<file path="src/rtl/math_expression_inverse.sv">
// math_expression_inverse
// Recovers operand a of the forward block ((a-b)*(1+3c) - 4d)/2 from its
// quotient q, remainder bit rmd and the other operands b, c, d.
// The division (q*2+rmd+4d)/(1+3c) runs on a signed restoring divider that
// produces one quotient bit per clock, followed by a sign fix-up step.
// Only one computation is in flight; start is ignored while busy.

module math_expression_inverse #(
    parameter int W = 32
) (
    input  logic                clk,
    input  logic                reset,
    input  logic                start,
    input  logic signed [W-1:0] q,
    input  logic                rmd,
    input  logic signed [W-1:0] b,
    input  logic signed [W-1:0] c,
    input  logic signed [W-1:0] d,
    output logic signed [W-1:0] a,
    output logic                exact,
    output logic                div_err,
    output logic                valid,
    output logic                busy
);

    localparam int              CNT_W    = $clog2(W + 1);
    localparam logic [CNT_W-1:0] CNT_LOAD = CNT_W'(W);
    localparam logic [CNT_W-1:0] CNT_ONE  = CNT_W'(1);
    localparam logic [W-1:0]     ONE      = {{(W-1){1'b0}}, 1'b1};

    typedef enum logic [1:0] {
        S_IDLE,
        S_PREP,
        S_DIV,
        S_FIX
    } state_t;

    state_t r_state;

    // Operands captured at acceptance so the caller may change inputs freely
    logic [W-2:0]     r_qLow;
    logic             r_rmd;
    logic [W-1:0]     r_b;
    logic [W-1:0]     r_c;
    logic [W-1:0]     r_d;

    // Divider state: divisor magnitude, partial remainder, shifting quotient
    logic [W-1:0]     r_absD;
    logic [W:0]       r_rem;
    logic [W-1:0]     r_quo;
    logic             r_qNeg;
    logic [CNT_W-1:0] r_cnt;

    // The top bit of q is shifted out of N and plays no part in the result
    logic             w_unusedQMsb;

    logic [W-1:0]     w_n;
    logic [W-1:0]     w_x;
    logic [W-1:0]     w_dv;
    logic [W-1:0]     w_absX;
    logic [W-1:0]     w_absD;
    logic [W:0]       w_shift;
    logic [W:0]       w_sub;
    logic             w_ge;
    logic [W-1:0]     w_quoSigned;

    assign w_unusedQMsb = q[W-1];

    // Dividend X = 2q + rmd + 4d and divisor D = 1 + 3c, all modulo 2^W.
    // Magnitudes are unsigned, so -2^(W-1) naturally becomes 2^(W-1).
    assign w_n    = {r_qLow, r_rmd};
    assign w_x    = w_n + {r_d[W-3:0], 2'b00};
    assign w_dv   = r_c + {r_c[W-2:0], 1'b0} + ONE;
    assign w_absX = w_x[W-1]  ? (~w_x + ONE)  : w_x;
    assign w_absD = w_dv[W-1] ? (~w_dv + ONE) : w_dv;

    // One restoring step: shift in the next dividend bit, subtract if it fits
    assign w_shift = {r_rem[W-1:0], r_quo[W-1]};
    assign w_sub   = w_shift - {1'b0, r_absD};
    assign w_ge    = (w_shift >= {1'b0, r_absD});

    // Quotient sign is X xor D; the remainder sign never matters for exact
    assign w_quoSigned = r_qNeg ? (~r_quo + ONE) : r_quo;

    // Control FSM and datapath registers with registered handshake outputs
    always_ff @(posedge clk) begin
        if (reset) begin
            r_state <= S_IDLE;
            r_qLow  <= '0;
            r_rmd   <= 1'b0;
            r_b     <= '0;
            r_c     <= '0;
            r_d     <= '0;
            r_absD  <= '0;
            r_rem   <= '0;
            r_quo   <= '0;
            r_qNeg  <= 1'b0;
            r_cnt   <= '0;
            a       <= '0;
            exact   <= 1'b0;
            div_err <= 1'b0;
            valid   <= 1'b0;
            busy    <= 1'b0;
        end else begin
            valid <= 1'b0;
            case (r_state)
                S_IDLE: begin
                    if (start) begin
                        r_qLow  <= q[W-2:0];
                        r_rmd   <= rmd;
                        r_b     <= b;
                        r_c     <= c;
                        r_d     <= d;
                        busy    <= 1'b1;
                        r_state <= S_PREP;
                    end
                end
                S_PREP: begin
                    if (w_dv == '0) begin
                        a       <= '0;
                        exact   <= 1'b0;
                        div_err <= 1'b1;
                        valid   <= 1'b1;
                        busy    <= 1'b0;
                        r_state <= S_IDLE;
                    end else begin
                        r_absD  <= w_absD;
                        r_quo   <= w_absX;
                        r_rem   <= '0;
                        r_qNeg  <= w_x[W-1] ^ w_dv[W-1];
                        r_cnt   <= CNT_LOAD;
                        r_state <= S_DIV;
                    end
                end
                S_DIV: begin
                    r_rem <= w_ge ? w_sub : w_shift;
                    r_quo <= {r_quo[W-2:0], w_ge};
                    r_cnt <= r_cnt - CNT_ONE;
                    if (r_cnt == CNT_ONE) begin
                        r_state <= S_FIX;
                    end
                end
                S_FIX: begin
                    a       <= w_quoSigned + r_b;
                    exact   <= (r_rem == '0);
                    div_err <= 1'b0;
                    valid   <= 1'b1;
                    busy    <= 1'b0;
                    r_state <= S_IDLE;
                end
                default: begin
                    busy    <= 1'b0;
                    r_state <= S_IDLE;
                end
            endcase
        end
    end

endmodule
</file>
<file path="config.mk">
export PLATFORM = sky130hd
export DESIGN_NAME = math_expression_inverse
export DESIGN_NICKNAME = d
export VERILOG_FILES = /design/src/rtl/math_expression_inverse.sv
export SDC_FILE = /design/constraint.sdc
export NUM_CORES = 1
export LEC_CHECK = 0
export ABC_AREA = 1
export ABC_CLOCK_PERIOD_IN_PS = 3200
export CAP_MARGIN = 25
export CORE_MARGIN = 2
export CORE_UTILIZATION = 50
export CTS_CLUSTER_DIAMETER = 60
export DETAILED_ROUTE_END_ITERATION = 10
export GPL_ROUTABILITY_DRIVEN = 0
export PLACE_DENSITY = 0.75
export SKIP_CTS_REPAIR_TIMING = 1
export SLEW_MARGIN = 15
export SYNTH_ARGS = -nofsm -noshare
export SYNTH_HDL_FRONTEND = slang
export SYNTH_SLANG_ARGS = --single-unit
</file>
<file path="constraint.sdc">
create_clock -name clk -period 3.2 [get_ports clk]
set_input_delay 0.64 -clock clk [delete_from_list [all_inputs] [get_ports clk]]
set_output_delay 0.64 -clock clk [all_outputs]
set_load 0.05 [all_outputs]
</file>
* Yosys cells after proc, flatten, opt, wreduce, memory -nomap -nowiden
Index checks and enable logic that the tools add are counted.
** Storage, ports and cells
- Memories kept :: 0
- ROM bits :: 0
- Latch bits :: 0
- Word-level logic and storage cells :: 75
- Register bits after elaboration :: 268
- Output and inout port bits :: 36
- Bits in writable memories :: 0
- Bits of input ports :: 132
** Operators by class
- Equal/unequal tests :: 8
- Add/subtract/negate cells :: 9
- Multiply operators :: 0
- $lt $le $gt $ge :: 1
- Shift operators :: 0
- Muxes and demuxes :: 24
- Div/mod/pow operators :: 0
- Reduce and logical (&&, ||, !) cells :: 12
- Bitwise gates (word level) :: 5
** Operators with widths (count)
- $mux 32 :: 5
- $add 32x1->32 const B :: 4
- $pmux 32 s2 :: 2
- $add 32x32->32 :: 3
- $not 32->32 :: 3
- $mux 33 :: 2
- $pmux 33 s2 :: 1
- $ge 33x32->1 :: 1
- $logic_not 33->1 :: 1
- $sub 33x32->33 :: 1
- $logic_not 32->1 :: 1
- $pmux 6 s2 :: 1
- $reduce_and 2->1 :: 5
- $ne 2x2->1 const B :: 4
- $pmux 2 s4 :: 1
- $eq 6x1->1 const B :: 1
- $mux 2 :: 3
- $mux 6 :: 1
- $pmux 1 s2 :: 3
- $sub 6x1->6 const B :: 1
- $eq 2x2->1 const B :: 2
- $mux 1 :: 4
- $reduce_bool 2->1 :: 2
- $pmux 1 s3 :: 1
- 6 further kinds :: 6

* Depth between registers and ports, before layout
- Depth in word-level cells :: 6
- Gate-level depth with buffers :: 25
- Depth with buffers taken out :: 25

* Worst setup path after synthesis
OpenSTA, ideal clock, no wires.
- Kind :: flip-flop to flip-flop
- Start point :: register r_quo[0]
- End point :: register a[30]
- Clock period less this slack :: 3.445 ns
- Path slack :: -0.245 ns
- Buffers on the path :: 0
- Cell stages (with the launch flop) :: 25
- Arrival :: 3.374 ns
- Data required time :: 3.130 ns
- Setup time :: 0.070 ns
- Cell sequence :: dfxtp_1 -> inv_1 -> ha_1 -> inv_1 -> nor3_1 -> nand3_1 -> nor3_1 -> nand3_1 -> nor3_1 -> nand2_1 -> nor2_1 -> nand3_1 -> o21ai_1 -> o21ai_0 -> nor2_1 -> xor2_1 -> ha_1 -> inv_1 -> nor3_1 -> a21oi_1 -> o21ai_0 -> a31oi_1 -> o21ai_0 -> a21o_1 -> a21oi_1
** On the way
- Longest elaborated chain between the ends :: 5
** Ends and longest elaborated chain
- from (decl) :: line 50 : logic [W-1:0] r_quo;
- from (signal assigned) :: line 128 : r_quo <= w_absX;
- from (signal assigned) :: line 137 : r_quo <= {r_quo[W-2:0], w_ge};
- $not 32->32 :: line 83 : assign w_quoSigned = r_qNeg ? (~r_quo + ONE) : r_quo;
- $add 32x1->32 :: line 83
- $mux 32 * :: line 83
- $add 32x32->32 * :: line 144 : a <= w_quoSigned + r_b;
- $pmux 32 s2 * :: line 106 : case (r_state)
- to (signal assigned) :: line 144
- to (decl) :: line 19 : output logic signed [W-1:0] a,
Mark *: on every way between the ends. The rest lies on a longest branch, timed or not.
A chain may end at the register's enable or synchronous reset.

* Worst setup path in the final report
- Start point :: register r_quo[1]
- End point :: register a[30]
The elaborated chain is that of the path after synthesis.

==> summary.md <==
| Metric | Value |
|---|---|
| Critical path buffers and inverters | `6` |
| Total grt overflow | `0` |
| Die Wd | `209 µm` |
| CTS tree | `yes` |
| Avg Inst Size Synth | `5.98 µm²` |
| HP Start | `a[10]$_SDFFE_PP0P_` |
| Relative slew slack | `0.407` |
| Comb pwr share | `0.622` |
| Pwr per Cell Area | `821 mW/mm²` |
| Post-synthesis compound-gate area fraction | `0.152` |
| Register clock-pin slew on the reported worst setup and hold paths | `60 ps` |
| DR vias | `23.0k` |
| R2R Path Start | `r_quo[1]$_SDFFE_PP0P_` |
| Post-Route WL | `62800 µm` |
| Antenna cells | `0` |
| Hpwl dp | `46500 µm` |
| Final Max Slew Viols | `0` |
| Hold endpoint | `a[10]$_SDFFE_PP0P_` |
| Clock sinks | `268` |
| Routed len/inst | `14.4 µm` |
| Worst-path maximum fanout | `4` |
| Crit end category | `flop` |
| Leakage | `12.8 nW` |
| DRT antenna net count | `0` |
| # rows | `74` |
| Internal Power | `11.6 mW` |
| FF-to-FF path depth | `23` |
| Post-Synth Simple-Gate Area | `0.361` |
| Port Buffer Count | `164` |
| Nets | `4070` |
| Place WS | `-538 ps` |
| Largest net degree at the start of global routing | `70` |
| Syn Std Cell Area | `0.0210 mm²` |
| Status | `finished with violations` |
| Largest family of logic cells by synthesized area | `simple AND/OR/NAND/NOR gates` |
| Failing checks | `negative setup slack` |
| All-layer global routing usage | `0.273` |
| Overall die height | `209 µm` |
| Max_cap viols | `0` |
| Max Freq | `0.259 GHz` |
| Drt drc | `0` |
| DIE AREA | `0.0436 mm²` |
| Crit path DAT | `4350 ps` |
| Hold path depth | `2` |
| Post-synthesis net count | `3769` |
| First-pass GRT wire length | `99600 µm` |
| CP max stage delay | `410 ps` |
| XOR/XNOR Fraction of Synth Area | `0.0481` |
| Power share of the clock group | `0.173` |
| Cts bufs inserted | `34` |
| Switching share of total power | `0.473` |
| Least-Margin Pin Slew | `888 ps` |
| Adder-Cell Fraction of Synth Area | `0.0797` |
| Area growth, synth to finish | `27.9%` |
| Hold WS | `462 ps` |
| Initial Util | `0.510` |
| Top_reg_cell synth | `dfxtp_1` |
| Starting DRC count in detailed routing | `1740` |
| Setup CP Type | `reg -> reg` |
| Multiplexer share of the synthesized area | `0` |
| CP top delay family | `simple AND/OR/NAND/NOR gates` |
| Hold Path Class | `reg -> reg` |
| H-tree levels | `2` |
| Part of the cycle the worst path needs | `1.21` |
| Clock Skew | `21.9 ps` |
| Mapped Cells | `3506` |
| CP required | `3690 ps` |
| Async SR Flop Fraction | `0` |
| Via density per instance | `5.27` |
| Worst vdd ir | `0.00102 V` |
| Post-synthesis cell type count | `46` |
| Synth Register Bits | `268` |
| Drt first pass iters | `8` |
| Most frequent cells in the layout | `nand2_1 (898), nor2_1 (500), inv_1 (416)` |
| Multi-input logic area | `0.0146 mm²` |
| Crit path time final | `3860 ps` |
| Share of cells above drive strength 1 | `0.142` |
| Commonest non-fill, non-tap cell in the layout | `nand2_1` |
| Switching power total | `10.4 mW` |
| Clock buffer depth | `3` |
| Sequential Power Share | `0.205` |
| Total area of sequential cells | `0.00539 mm²` |
| Reg2reg setup slack | `-660 ps` |
| Reg2reg end | `a[30]$_SDFFE_PP0P_` |
| Worst path cell trace | `inv_2 -> ha_4 -> inv_2 -> nor3_4 -> nand3_2 -> nor3_4 -> nand3_2 -> nor3_4 -> buf_4 -> buf_4 -> nor2_1 -> xor2_1 -> ha_1 -> nand2_2 -> nor2_2 -> inv_2 -> nor3_2 -> nand3_1 -> nand3_4 -> a31oi_2 -> buf_4 -> a21o_1 -> a21oi_2` |
| # fillers | `3860` |
| # IOs | `168` |
| Vias in the first global route | `20.9k` |
| CTS Root Cell | `clkbuf_16` |
| Initial antenna violation count | `0` |
| Setup WS post-layout | `-658 ps` |
| Yosys warnings | `0` |
| RSZ-0062 raised after global routing | `true` |
| Register area share after synthesis | `0.256` |
| Final hold vios | `0` |
| Final setup vio count | `20` |
| Post-synth EDFFs | `0` |
| CORE AREA | `0.0411 mm²` |
| CP Launch Type | `flop` |
| Crit-path slowest cell | `ha_1` |
| Skew-Pair Late Insertion Delay | `570 ps` |
==> cell usage after synthesis, types with 12 or more instances <==
master	number	area, µm²
nor3_1	37	185
nor2_1	531	1990
ha_1	127	1590
nand4_1	48	300
nand2_1	938	3520
buf_2	21	105
clkbuf_1	70	263
o211ai_1	16	120
xor2_1	83	727
inv_2	16	60.1
nand3_1	197	986
nand3b_1	18	135
dfxtp_1	268	5370
nand2_2	14	87.6
xnor2_1	32	280
o21ai_0	249	1250
inv_1	427	1600
or2_2	15	93.8
nor4_1	14	87.6
a21o_1	12	90.1
a21oi_1	285	1430
==> per-layer routing <==
metal  part of all wire  global-route usage  up-vias  routed length [µm]
li1                   -                   -    11841                   -
met1               0.45               0.366    10289               28600
met2               0.45               0.451      728               28300
met3              0.064              0.0352      127                4000
met4              0.031              0.0926        0                1930
met5                  0                   0        -                   0
==> through the flow <==
step / TNS (ps) / utilization / total power [mW] / std cells / area [µm²]
detailed placement: -6920 / 0.591 / 16.8 / 4279 / 24300
CTS: -9290 / 0.618 / 20.7 / 4339 / 25400
global route: -12740 / 0.652 / 23.8 / 4363 / 26800
finish: -8670 / 0.652 / 22.0 / 4363 / 26800
global placement: -3780 / 0.591 / 16.7 / 4279 / 24300
floorplan: -3.34 / - / 13.3 / 3506 / 21000
==> cell families (layout without fill, tap and decap cells) <==
family / after synthesis / count (layout)
adder cells (fa/ha/maj): 131 / 131
XOR/XNOR: 115 / 115
flip-flops: 268 / 268
AND/OR/NAND/NOR: 1837 / 1837
buffers and inverters: 551 / 876
AO/OA/AOI/OAI: 604 / 604
==> how the worst max path moves through the flow <==
stage	startpoint	endpoint	slack [ps]	cells past startpoint
2_1_floorplan	r_quo[0]$_SDFFE_PP0P_	a[30]$_SDFFE_PP0P_	-3	24
3_3_place_gp	r_quo[0]$_SDFFE_PP0P_	a[27]$_SDFFE_PP0P_	-370	22
3_5_place_dp	r_quo[0]$_SDFFE_PP0P_	a[30]$_SDFFE_PP0P_	-540	24
4_1_cts	r_quo[1]$_SDFFE_PP0P_	a[30]$_SDFFE_PP0P_	-600	24
5_1_grt	r_quo[1]$_SDFFE_PP0P_	a[31]$_SDFFE_PP0P_	-840	24
6_report	r_quo[1]$_SDFFE_PP0P_	a[30]$_SDFFE_PP0P_	-660	23
==> power groups by stage <==
stage / Clock, mW / Sequential, mW / Combinational, mW
final: 3.81 / 4.52 / 13.7
after global routing: 4.00 / 4.60 / 15.2
after CTS: 3.86 / 4.46 / 12.4
after detailed placement: 0 / 4.52 / 12.3
after global placement: 0 / 4.51 / 12.2
after floorplan: 0 / 4.44 / 8.81
==> final cells by class <==
class	instances	share of cell area
multi-input cells	2687	0.543
flip-flops and latches	268	0.201
repair buffers	370	0.127
inverters	446	0.0628
clock buffers	49	0.0365
well taps	532	0.0248
clock inverters	11	0.00471
==> sequential cells by signal, summed over array words and instances, names as in the netlist, named ones only <==
name,count
r_rem,33
a,32
r_absD,32
r_b,32
r_c,32
r_quo,32
r_qLow,31
r_d,30
r_cnt,6
busy,1
div_err,1
exact,1
r_qNeg,1
r_rmd,1
r_state,1
valid,1
==> tightest hold or removal path, stage by stage (launching register included) <==
cell	delay (ps)
dfxtp_1	310
nand2_1	60
a21oi_1	50
Power figures use the tool's default switching activity.
